## config.mk

```make
export PLATFORM = sky130hd
export DESIGN_NAME = fetch_unit
export DESIGN_NICKNAME = d
export VERILOG_FILES = /design/src/rtl/fetch_unit.sv
export SDC_FILE = /design/constraint.sdc
export NUM_CORES = 1
export LEC_CHECK = 0
export ABC_AREA = 1
export BUFFER_PORTS_ARGS = -buffer_cell sky130_fd_sc_hd__buf_2
export CAP_MARGIN = 20
export CORE_MARGIN = 1
export CORE_UTILIZATION = 50
export CTS_CLUSTER_DIAMETER = 200
export DETAILED_ROUTE_END_ITERATION = 6
export PLACE_DENSITY = 0.88
export SETUP_SLACK_MARGIN = 0.3
export SLEW_MARGIN = 20
export SYNTH_ARGS = -nofsm -noshare
export SYNTH_HDL_FRONTEND = slang
export SYNTH_SLANG_ARGS = --single-unit
export TNS_END_PERCENT = 100
```

## constraint.sdc

```tcl
create_clock -name clk_i -period 1.93 [get_ports clk_i]
set_input_delay 0.193 -clock clk_i [delete_from_list [all_inputs] [get_ports clk_i]]
set_output_delay 0.193 -clock clk_i [all_outputs]
set_load 0.005 [all_outputs]
```

## src/rtl/fetch_unit.sv

```systemverilog
// Instruction fetch front end: one outstanding word fetch, a one-entry decode
// buffer, and branch redirect with squash of wrong-path requests and data.
module fetch_unit #(
    parameter logic [31:0] RESET_ADDR = 32'h0000_0000,
    parameter logic [31:0] NOP_INSTR  = 32'h0000_0013
) (
    input  logic        clk_i,
    input  logic        rst_ni,

    input  logic        br_valid_i,
    input  logic        br_taken_i,
    input  logic [31:0] br_addr_i,

    output logic        imem_req_o,
    output logic [31:0] imem_addr_o,
    input  logic        imem_rvalid_i,
    input  logic [31:0] imem_rdata_i,

    output logic        instr_valid_o,
    input  logic        instr_ready_i,
    output logic [31:0] instr_o,
    output logic [31:0] pc_o,
    output logic [31:0] pc_plus4_o,
    output logic        misaligned_o
);

    localparam int unsigned XLEN = 32;
    localparam logic [XLEN-1:0] PC_STEP = XLEN'(4);

    typedef enum logic [1:0] {
        S_FETCH = 2'd0,
        S_WAIT  = 2'd1,
        S_HOLD  = 2'd2
    } state_e;

    state_e          state_q, state_d;
    logic [XLEN-1:0] pc_q, pc_d;
    logic            kill_q, kill_d;
    logic            req_q, req_d;
    logic            valid_q, valid_d;
    logic [XLEN-1:0] instr_q, instr_d;
    logic [XLEN-1:0] ipc_q, ipc_d;
    logic [XLEN-1:0] ipc4_q, ipc4_d;
    logic            mis_q, mis_d;

    logic            redirect;
    logic [XLEN-1:0] br_target;

    assign redirect  = br_valid_i && br_taken_i;
    assign br_target = {br_addr_i[XLEN-1:2], 2'b00};

    // State and datapath registers
    always_ff @(posedge clk_i or negedge rst_ni) begin
        if (!rst_ni) begin
            state_q <= S_FETCH;
            pc_q    <= RESET_ADDR;
            kill_q  <= 1'b0;
            req_q   <= 1'b0;
            valid_q <= 1'b0;
            instr_q <= NOP_INSTR;
            ipc_q   <= RESET_ADDR;
            ipc4_q  <= RESET_ADDR + PC_STEP;
            mis_q   <= 1'b0;
        end else begin
            state_q <= state_d;
            pc_q    <= pc_d;
            kill_q  <= kill_d;
            req_q   <= req_d;
            valid_q <= valid_d;
            instr_q <= instr_d;
            ipc_q   <= ipc_d;
            ipc4_q  <= ipc4_d;
            mis_q   <= mis_d;
        end
    end

    // Next-state and datapath update
    always_comb begin
        state_d = state_q;
        pc_d    = pc_q;
        kill_d  = kill_q;
        valid_d = valid_q;
        instr_d = instr_q;
        ipc_d   = ipc_q;
        ipc4_d  = ipc4_q;
        mis_d   = redirect && (br_addr_i[1:0] != 2'b00);

        unique case (state_q)
            S_FETCH: begin
                // req_q is low only in the first cycle after reset; no request
                // has gone out then, so there is nothing to kill.
                if (req_q) begin
                    state_d = S_WAIT;
                    kill_d  = redirect;
                end
            end
            S_WAIT: begin
                if (imem_rvalid_i) begin
                    if (kill_q || redirect) begin
                        kill_d  = 1'b0;
                        state_d = S_FETCH;
                    end else begin
                        instr_d = imem_rdata_i;
                        ipc_d   = pc_q;
                        ipc4_d  = pc_q + PC_STEP;
                        valid_d = 1'b1;
                        pc_d    = pc_q + PC_STEP;
                        state_d = S_HOLD;
                    end
                end else if (redirect) begin
                    kill_d = 1'b1;
                end
            end
            S_HOLD: begin
                if (redirect || (valid_q && instr_ready_i)) begin
                    valid_d = 1'b0;
                    instr_d = NOP_INSTR;
                    state_d = S_FETCH;
                end
            end
            default: begin
                state_d = S_FETCH;
            end
        endcase

        // A taken branch wins over any buffer or response activity
        if (redirect) begin
            pc_d    = br_target;
            valid_d = 1'b0;
            instr_d = NOP_INSTR;
        end
    end

    assign req_d = (state_d == S_FETCH);

    assign imem_req_o    = req_q;
    assign imem_addr_o   = pc_q;
    assign instr_valid_o = valid_q;
    assign instr_o       = instr_q;
    assign pc_o          = ipc_q;
    assign pc_plus4_o    = ipc4_q;
    assign misaligned_o  = mis_q;

endmodule

```

=== After elaboration in Yosys (flattened, before gate mapping) ===
Cells that the tools add are included.

* Muxes and demuxes: 24
* Reductions and logical operators: 16
* Bitwise operators: 1
* Add/sub/neg operators: 1
* Eq/ne operators: 8

{| class="wikitable"
|+ Operators with widths
! kind !! number
|-
| 32-bit two-way mux || 8
|-
| 32-bit case mux with 2 select lines || 1
|-
| 32-bit by 3-bit adder with 32-bit output (second input constant) || 1
|-
| 3-bit != test (second input constant) || 4
|-
| 1-bit two-way mux || 8
|-
| 2-bit two-way mux || 4
|-
| 4-bit AND reduction || 2
|-
| 2-bit nonzero test || 4
|-
| 2-bit case mux with 3 select lines || 1
|-
| 3-bit AND reduction || 2
|-
| 2-bit logical NOT || 2
|-
| 2-bit != test (second input constant) || 2
|-
| 1-bit case mux with 2 select lines || 2
|-
| 1-bit logical AND || 3
|-
| 3-bit nonzero test || 1
|-
| 2-bit by 1-bit equality test with 1-bit output (second input constant) || 1
|-
| 2-bit equality test (second input constant) || 1
|-
| 1-bit logical OR || 2
|-
| 1-bit NOT || 1
|}

* Output and inout bits: 131
* Word-level logic and storage cells: 59
* Register bits after elaboration: 134
* Input bits: 70

=== Depth between registers and ports, before layout ===
Gate-level depths: netlist (run 1).

* Depth in word-level cells: 6
* Mapped depth: 10
* Gate-level depth less buffers: 10

=== Worst setup path after synthesis (run 1) ===
Ideal clock, no wire load.

* Path type: reg-to-reg
* Start point: register pc_q[3], in the netlist imem_addr_o[3]
* End point: register pc_q[30], in the netlist imem_addr_o[30]
* Arrival: 1317 ps
* Setup time: 121 ps
* Setup slack: 492 ps
* Cell stages (with the launch flop): 11
* Buffers on the path: 0
* Clock period less this slack: 1438 ps
* Data required time: 1809 ps
* Cells stage by stage: dfrtp_1 -> ha_1 -> nand2_1 -> nor2_2 -> nand2_2 -> nor2_1 -> nand2_1 -> nand2_1 -> nand2_1 -> nand2_1 -> nand2_1

* Longest elaborated chain between the ends: 5

{| class="wikitable"
|+ Ends and longest elaborated chain
! element !! line !! text
|-
| from (decl) || 37 || <nowiki>logic [XLEN-1:0] pc_q, pc_d;</nowiki>
|-
| from (signal assigned) || 66 || <nowiki>pc_q <= pc_d;</nowiki>
|-
| 32-bit by 3-bit adder with 32-bit output || 107 || <nowiki>pc_d = pc_q + PC_STEP;</nowiki>
|-
| 32-bit two-way mux || 99 || <nowiki>if (kill_q || redirect) begin</nowiki>
|-
| 32-bit two-way mux || 98 || <nowiki>if (imem_rvalid_i) begin</nowiki>
|-
| 32-bit two-way mux || 88 || <nowiki>unique case (state_q)</nowiki>
|-
| 32-bit two-way mux || 127 || <nowiki>if (redirect) begin</nowiki>
|}

No other way between the ends. The select of a mux whose other input is x is not followed.
A chain may end at the register's enable or synchronous reset.

=== Worst setup path in the final report (run 1) ===
* Start point: register pc_q[3], in the netlist imem_addr_o[3]
* End point: register pc_q[14], in the netlist imem_addr_o[14]

The elaborated chain is that of the path after synthesis.

==> results.txt, run 1 <==
The arrival time at the worst endpoint came out at 1.93 ns. dfrtp_1 takes more of the synthesized area than any other cell. The internal power of the cells totals 7.69 mW. The minimum period implied by the final worst setup slack is 1.57 ns. The switching share of total power is 0.383. The largest stage delay on the critical path came out at 0.42 ns.

The number of endpoints failing setup at the final stage is 0. The global routing met1 resource utilization came out at 0.358. The kind of cell adding the most delay to the critical path is simple AND/OR/NAND/NOR gates. The number of placement rows is 39. In this run the worst path has a maximum fanout of 6. The top achievable clock speed came out at 0.635 GHz. The TritonCTS clock tree is done. The most frequent cell on the critical path is nand2_1.

The worst hold path begins at imem_rdata_i[0]. The overflow left after global routing is 0. After synthesis the netlist holds a flip-flop and latch count of 128. Counting both buffers and inverters, the worst setup path holds a total of 2. The combined global-route utilization of all metal layers is 0.289. For met2 alone, demand over resource in global routing was 0.485. The area of all placed cells without fillers is 8000 um2. The placeable core area is 11400 um2.

The via count of the first global-routing pass came out at 5567. The die is 110 um tall. The worst-case vdd ir drop came out at 0.759 mV.

The cell count after synthesis is 714. Among all stages on the critical path, the largest delay is contributed by dfrtp_2. The post-synthesis average cell area is 8.17 um2. In this run the power spent charging and discharging nets is 4.77 mW. The required time at the worst-slack endpoint is 2.28 ns.

The weighted congestion reported at the end of routability-driven placement is 0.891. Ranked by instance count, the synthesized netlist is headed by 263 x nand2_1, 124 x dfrtp_1, 72 x nor2_1, 62 x nand3_1, 47 x inv_1. The kind of end point of the critical path is a flip-flop. The critical path class is reg -> reg.

The total number of clock tree sinks is 128. The share of Yosys cell area claimed by the top area cell type came out at 0.532. The synthesis warning total came out at 0. The placed instances occupy a cell area of 6980 um2. The count of unique library cells instantiated by Yosys is 32. The max-capacitance violation count came out at 0. The worst register-to-register path begins at imem_addr_o[3]$_DFFE_PN0P_. The global routing's busiest layer is met2.

The maximum number of pins on one net before global-route repair came out at 62. The number of buffers added on ports is 194. Of the total power, the clock network draws 0.239. Of the total power, combinational logic draws 0.368. Among all flip-flop cells after synthesis, the most frequent one is dfrtp_1. The wire length per cell after detailed routing came out at 15.3 um. The die width came out at 110 um. The worst-skew pair later-pin latency came out at 0.42 ns. The detailed-route via count came out at 5761. The number of antenna violations at the first check in global routing is 0. The final-report max-slew violation count is 0. The detail route stage leaves a number of antenna-violating nets equal to 0. The worst-case register-to-register setup slack is 0.36 ns. The clock edge transition at the registers on the reported setup and hold paths came out at 0.06 ns. The reported leakage power is 4.33 nW. Power spread over the standard cell area amounts to 1560 nW/um2.

In this run the deepest clock path goes through 2 buffers. The initial utilization of the core area, before any placement, comes to 0.511. Sorting the synthesized cells by area gives the leading types as dfrtp_1 53%, nand2_1 17%, nand3_1 5.3%. The final clock period utilization by the worst path is 0.816. In the final layout, the share of cells above drive strength 1 is 0.298.

The total standard cell area after synthesis is 5840 um2. The worst hold path cell count came out at 2. Summed over all layers, the routed wires come to 16900 um. The number of nets in the layout came out at 1020. The part of the total power dissipated in sequential elements came out at 0.394. The number of remaining DRC errors came out at 0. The number of detailed-route iterations in the first pass is 7.

The worst slew margin relative to its limit came out at 0.604. For the worst flop-to-flop path, the logic depth is 10. The critical path goes through ha_4, nand2_1, nor2_4, nand2_4, nor2_4, buf_4, nand2_1, nand3_1, nand2_1, inv_1.

The share of flip-flops with an asynchronous set or reset after synthesis is 1.00. The met3 usage came out at 0.0723. The average via count per standard cell is 5.21. The worst setup path is launched from a flip-flop. The number of antenna diodes came out at 0.

The H-tree depth reported by CTS is 4. Setup repair after global routing could not meet its margin everywhere. Counting flops with a built-in enable in the synthesized netlist gives 0. Among all cell types in the netlist, the one instantiated most often is nand2_1. At the pin with the least slew margin, the transition time is 0.595 ns. The worst hold path belongs to the class in -> reg.

The share of the Yosys chip area taken by registers is 0.550. The count of routing violations after the opening detailed-route iteration came out at 452. The number of buffers added by the clock tree synthesis step came out at 17.

The origin of the worst setup path is imem_addr_o[3]$_DFFE_PN0P_. The run finished with clean final reports. The endpoint of the worst hold path is instr_o[0]$_DFFE_PN1P_. The cell chosen for the clock root is clkbuf_16. The floorplan step defined a die boundary enclosing 12100 um2. The endpoint identified for the worst register-to-register timing path is imem_addr_o[14]$_DFFE_PN0P_. The area added between synthesis and finish came out at 37.1%.

Pin placement for this block handled 201 I/O pins. The estimated wirelength of the detail-placed design came out at 11200 um. The first-pass GRT wire length came out at 26500 um. The setup clock skew after layout came out at 0.00904 ns. The sum of negative setup slack came out at 0 ns. The count of endpoints failing hold in the final timing report was 0.
[worst reg2reg max path: stages (launching register included)]
cell     delay, ns
dfrtp_2       0.42
ha_4          0.16
nand2_1       0.08
nor2_4        0.13
nand2_4       0.12
nor2_4        0.17
buf_4         0.12
nand2_1       0.04
nand3_1       0.13
nand2_1       0.08
inv_1         0.06
[power by group through the flow]
stage	clock network [mW]	registers (mW)	logic, mW
6_report	2.98	4.91	4.58
5_1_grt	3.15	5.05	5.19
4_1_cts	2.99	4.85	4.38
3_5_place_dp	0	4.85	4.28
3_3_place_gp	0	4.84	4.13
2_1_floorplan	0	4.79	2.32
[layout by cell type (no fill, tap or decap), types with 3 or more instances in the layout]
cell type,count
buf_4,12
a22oi_1,13
o21ai_0,35
dfrtp_2,12
nor2_2,12
xor2_1,5
inv_2,4
a21oi_1,13
buf_2,193
inv_1,47
o22a_1,3
nand3_1,62
dlygate4sd3_1,32
nor2_4,6
dfrtp_1,112
o21a_1,10
o22ai_1,3
conb_1,6
clkbuf_16,18
dfstp_2,4
clkinv_2,6
nand2_1,263
nor2_1,60
clkinvlp_4,4
buf_12,5
[worst max-delay path by stage]
stage	end	cells after the start
after CTS	pc_plus4_o[28]$_DFFE_PN0P_	10
after detailed placement	imem_addr_o[30]$_DFFE_PN0P_	10
after global placement	pc_plus4_o[30]$_DFFE_PN0P_	10
after global routing	pc_o[2]$_DFFE_PN0P_	8
final	imem_addr_o[14]$_DFFE_PN0P_	10
after floorplan	imem_addr_o[30]$_DFFE_PN0P_	10
[metrics by stage]
stage / util / std cells / hold slack (ns) / worst slack (ns) / total power [mW]
after floorplan: - / 719 / -0.103 / 0.492 / 7.11
final: 0.701 / 1105 / 0.0112 / 0.356 / 12.5
after CTS: 0.690 / 1101 / 0.00336 / 0.282 / 12.2
after global placement: 0.611 / 1035 / 0.204 / 0.202 / 8.96
after global routing: 0.701 / 1105 / 0.0122 / 0.259 / 13.4
after detailed placement: 0.611 / 1035 / 0.205 / 0.155 / 9.13
[flip-flops by register name, summed over array words and instances, names as in the netlist]
name / count
kill_q: 1
misaligned_o: 1
instr_valid_o: 1
pc_plus4_o: 30
imem_req_o: 1
instr_o: 32
state_q: 2
imem_addr_o: 30
pc_o: 30
[cell families after synthesis]
group	count (synthesis)	share of synthesized area
flip-flops	128	0.550
AO/OA/AOI/OAI	80	0.0825
other	1	0.000642
adder cells (fa/ha/maj)	1	0.00214
XOR/XNOR	5	0.00750
AND/OR/NAND/NOR	414	0.291
buffers and inverters	85	0.0669
[metal layers]
metal / vias up / share of wire / routed length [um]
li1: 2718 / - / -
met4: 0 / 0.021 / 351
met3: 33 / 0.077 / 1300
met1: 2709 / 0.41 / 6970
met2: 301 / 0.49 / 8320
met5: - / 0 / 0
[repair_timing]
action                     CTS  global route
buffers inserted             2             3
hold endpoints to repair    85             0
setup endpoints to repair   35            31
resized for setup            5            27
hold buffers                32             0
cloned                       0             1
pin swaps                    2             2
[cell type report]
type                            count  area, um2
Clock buffer                       21        460
Tap cell                          143        179
Inverter                           51        191
Multi-Input combinational cell    506       2330
Fill cell                         881       3420
Timing Repair Buffer              245       1520
Clock inverter                     11       90.1
Sequential cell                   128       3220
Note: power is estimated with default switching activity, not from simulation.
==> run 2: changes to the inputs <==
ABC_AREA = 0   (was 1)
clock period = 1.6 ns   (was 1.93 ns; I/O delays follow)
==> run 2 against run 1 <==
  * The flow now finishes with violations (DRC, hold timing, setup timing)
  * Global-route usage is 15 points higher
  * Total power is 40% higher
  * Hold slack worse by 0.012 ns
  * Utilization is 23 points higher
  * Critical path depth is 3 lower
  * Routed wire length is 110% higher
  * Sequential share of layout area is 9.9 points lower
  * Synthesized cell count is 16% lower
  * Sequential power is 18% higher
  * Maximum frequency is 31% lower
  * Cell count is 1.8% higher
  * Critical endpoint is now pc_plus4_o[28]$_DFFE_PN0P_
==> results.txt, run 2 <==
The final hold slack is -0.000487 ns. The most common library cell in the layout ignoring fill and taps is buf_2. At the worst endpoint, the arrival time is 2.59 ns. Dividing the final minimum period by the clock period gives 1.43.

The storage element area is 3230 um2. The run finished, with violations left. STA classifies the critical path startpoint as a flip-flop. The cell sitting at the root of the clock tree is a clkbuf_16.

The switching power total came out at 6.98 mW. In this design, the stage delay of the slowest critical-path cell is 0.64 ns. The combined buffer and inverter count along the critical path came out at 2. The final layout contains routed wiring with a total length of 35600 um. The count of non-filler cells in the finished layout is 1125. The area of all placed cells without fillers came out at 10600 um2. Dividing total power by cell area gives a power density of 1640 nW/um2. The first-pass GRT wire length is 38200 um. Measured along the y axis, the die boundary spans 110 um. The number of synthesized register bits came out at 128.

The final reports fail on DRC, hold timing, setup timing. STA classifies the critical path endpoint as a flip-flop. TritonCTS built the clock tree. For this run, the total global-route usage over all layers was measured as 0.442. After floorplanning, the core was divided into 39 placement rows. The post-placement setup slack came out at -0.101 ns. After synthesis, the cell types taking the most area are dfrtp_1 53%, nand2_1 11%, xor2_1 6.0%.

Relative to the synthesized area, the layout overhead comes to 81.8%. The worst slew margin relative to its limit came out at 0.472. The biggest area contributor in the post-synthesis netlist is dfrtp_1. The maximum number of pins on one net before global-route repair is 57. The worst-skew pair later-pin latency is 0.44 ns. In this run the worst hold path is classified as in -> reg.

The sum of negative setup slack came out at -30.11 ns. The synthesized design contains 0 enable-type register cells. Counting the buffers created by CTS gives 17. After detailed routing, the average wire length per cell comes to 31.7 um. The critical path class is reg -> reg. Detailed placement ended at an HPWL of 11300 um. At the end of routability-driven placement, the weighted congestion stood at 0.848. The H-tree depth reported by CTS is 4. The slew at the pin with the worst max-slew slack is 0.791 ns. The final-report max-slew violation count is 0. The overflow left after global routing came out at 0.

The top achievable clock speed came out at 0.438 GHz. In the synthesized netlist, the cells that appear most often are 175 x nand2_1, 124 x dfrtp_1, 42 x o21ai_0, 40 x xor2_1, 29 x a22o_1. The largest individual stage delay along the critical path comes from the cell dfrtp_1.

The switching share of total power came out at 0.401. The count of routing violations after the opening detailed-route iteration is 1409. The minimum period implied by the final worst setup slack is 2.29 ns. The number of antenna violations at the first check in global routing is 2.

The most common cell in the synthesized netlist is nand2_1. The combined area of the multi-input logic cells is 3320 um2. The starting density of the core is 0.512.

The max-capacitance violation count came out at 0. The placeable core area came out at 11400 um2. The total standard cell area after synthesis is 5840 um2. The worst-case vdd ir drop is 1.56 mV. The average via count per standard cell came out at 6.87. The number of endpoints failing setup at the final stage came out at 124. The clock edge transition at the registers on the reported setup and hold paths came out at 0.07 ns.

Data on the critical path is required at its endpoint by 1.90 ns. The final setup slack of the worst path came out at -0.685 ns. For this run, design rule violations remaining after detail routing come to 38.

The kind of cell adding the most delay to the critical path is simple AND/OR/NAND/NOR gates. Each instance of the synthesized netlist takes up on average 9.71 um2. The maximum buffer depth of the clock tree is 2. Setup repair after global routing could not meet its margin everywhere.

The remaining antenna violation count is 0. The number of buffers added on ports came out at 194. For this run, the leading register cell type out of synthesis is dfrtp_1.

The part of the total power dissipated in sequential elements came out at 0.333. The clock arrives with 0.0165 ns of skew. The detailed-route via count came out at 7733. The clock drives 128 sinks. The die width came out at 110 um. The count of unique library cells instantiated by Yosys came out at 39. At the end of the flow, the number of nets in the layout was 1040.

Yosys printed 0 warnings. The share of total power dissipated in combinational logic is 0.440. The cell area reported after detailed placement is 7440 um2. Fill cells in the final layout number 307. The share of total power dissipated in the clock network is 0.227. The ratio of cells with drive above 1 in the final layout came out at 0.561.

The die covers 12100 um2. 201 I/O pins were placed. The flip-flop count of the largest register, all copies and words added came out at 32.

The cell internal power dissipation came out at 10.4 mW. The sequential fraction of the synthesis area came out at 0.549. The share of flip-flops with an asynchronous set or reset after synthesis is 1.00. The number of detailed-route iterations in the first pass came out at 7. The via count of the first global-routing pass came out at 6919. The count of endpoints failing hold in the final timing report is 1. The maximum fanout count along the critical path is 5. Walking the worst path, the cells encountered are nand4_4, nor4_4, buf_4, buf_6, nand3_2, xor2_1, o21ai_1. In the layout the commonest cells are 180 x buf_2, 110 x dfrtp_1, 84 x nand2_1, 61 x buf_6, 59 x dlygate4sd3_1.

The share of Yosys cell area claimed by the top area cell type is 0.531. The reported leakage power is 5.06 nW. The cell count after synthesis is 602. The number of instances in the placed design is 953.
==> run 2: changes by cell type after synthesis, sizes merged, moves of 11 or more <==
cell	previous run	this run
nand2	266	175
nor2	78	22
inv	51	2
nand3	63	24
xor2	5	40
a22o	0	29
o21ai	35	60
clkbuf	11	29
xnor2	0	17
nand4	0	16
a22oi	13	0
a21oi	14	3
==> run 2: path summary, 6_finish.rpt <==
path	depth (start not counted)	end	slack [ns]	from
max in group asynchronous	3	instr_o[1]$_DFFE_PN1P_	0.70	rst_ni
worst max register to register	7	pc_plus4_o[28]$_DFFE_PN0P_	-0.69	imem_addr_o[18]$_DFFE_PN0P_
min in group asynchronous	2	pc_o[7]$_DFFE_PN0P_	0.22	rst_ni
worst max-delay path	7	pc_plus4_o[28]$_DFFE_PN0P_	-0.69	imem_addr_o[18]$_DFFE_PN0P_
worst min register to register	2	pc_o[31]$_DFFE_PN0P_	0.49	pc_o[31]$_DFFE_PN0P_
worst min-delay path	3	imem_addr_o[28]$_DFFE_PN0P_	-0.0005	br_addr_i[28]
==> run 2: logic make-up (layout without fill, tap and decap cells) <==
kind of cell               after synthesis  in the layout  synth area share
other                                    1              7          0.000642
xor gates and xnor gates                57             57            0.0854
buffers and inverters                   50            420            0.0426
and+or+nand+nor                        267            271             0.212
adders and majority gates                1              1           0.00214
AOI/OAI and AO/OA                       98             98             0.108
DFF                                    128            128             0.549
==> run 2: area by class of cell <==
cell class / count / share of cell area
clock buffer: 26 / 0.0479
clock inverter: 5 / 0.00495
antenna: 1 / 0.000236
tap: 143 / 0.0168
timing repair buffer: 387 / 0.313
multi-input combinational: 433 / 0.312
inverter: 2 / 0.000707
sequential: 128 / 0.304
==> run 2: per-layer routing <==
| metal | up-vias | track usage | routed length, um |
|---|---|---|---|
| met4 | 4 | 0.300 | 3990 |
| met5 | - | 0 | 45 |
| met1 | 3554 | 0.513 | 10600 |
| met3 | 443 | 0.159 | 5960 |
| li1 | 2757 | - | - |
| met2 | 975 | 0.685 | 15100 |
==> run 2: power by group through the flow <==
| stage | logic (mW) | clock network, mW | registers, mW |
|---|---|---|---|
| after global placement | 3.95 | 0 | 5.12 |
| after global routing | 7.92 | 4.02 | 5.83 |
| final | 7.66 | 3.95 | 5.81 |
| after CTS | 5.64 | 3.70 | 5.26 |
| after detailed placement | 4.08 | 0 | 5.18 |
| after floorplan | 2.01 | 0 | 5.27 |
==> run 2: repair_timing <==
item | CTS | global route
pin swaps | 105 | 57
buffers inserted | 30 | 30
gates resized for setup | 145 | 155
endpoints found under the hold margin | 95 | 0
endpoints found under the setup margin | 137 | 152
cloned | 19 | 2
hold buffers | 60 | 0
==> run 2: worst reg2reg max path: stages, from the launching register on <==
cell and delay (ns):
dfrtp_1 0.64, nand4_4 0.27, nor4_4 0.43, buf_4 0.18, buf_6 0.09, nand3_2 0.09
xor2_1 0.32, o21ai_1 0.13
==> run 2: through the flow <==
stage               total power, mW   util
finish                         17.4  0.930
global route                   17.8  0.930
CTS                            14.6  0.851
detailed placement             9.25  0.651
global placement               9.07  0.651
floorplan                      7.28      -
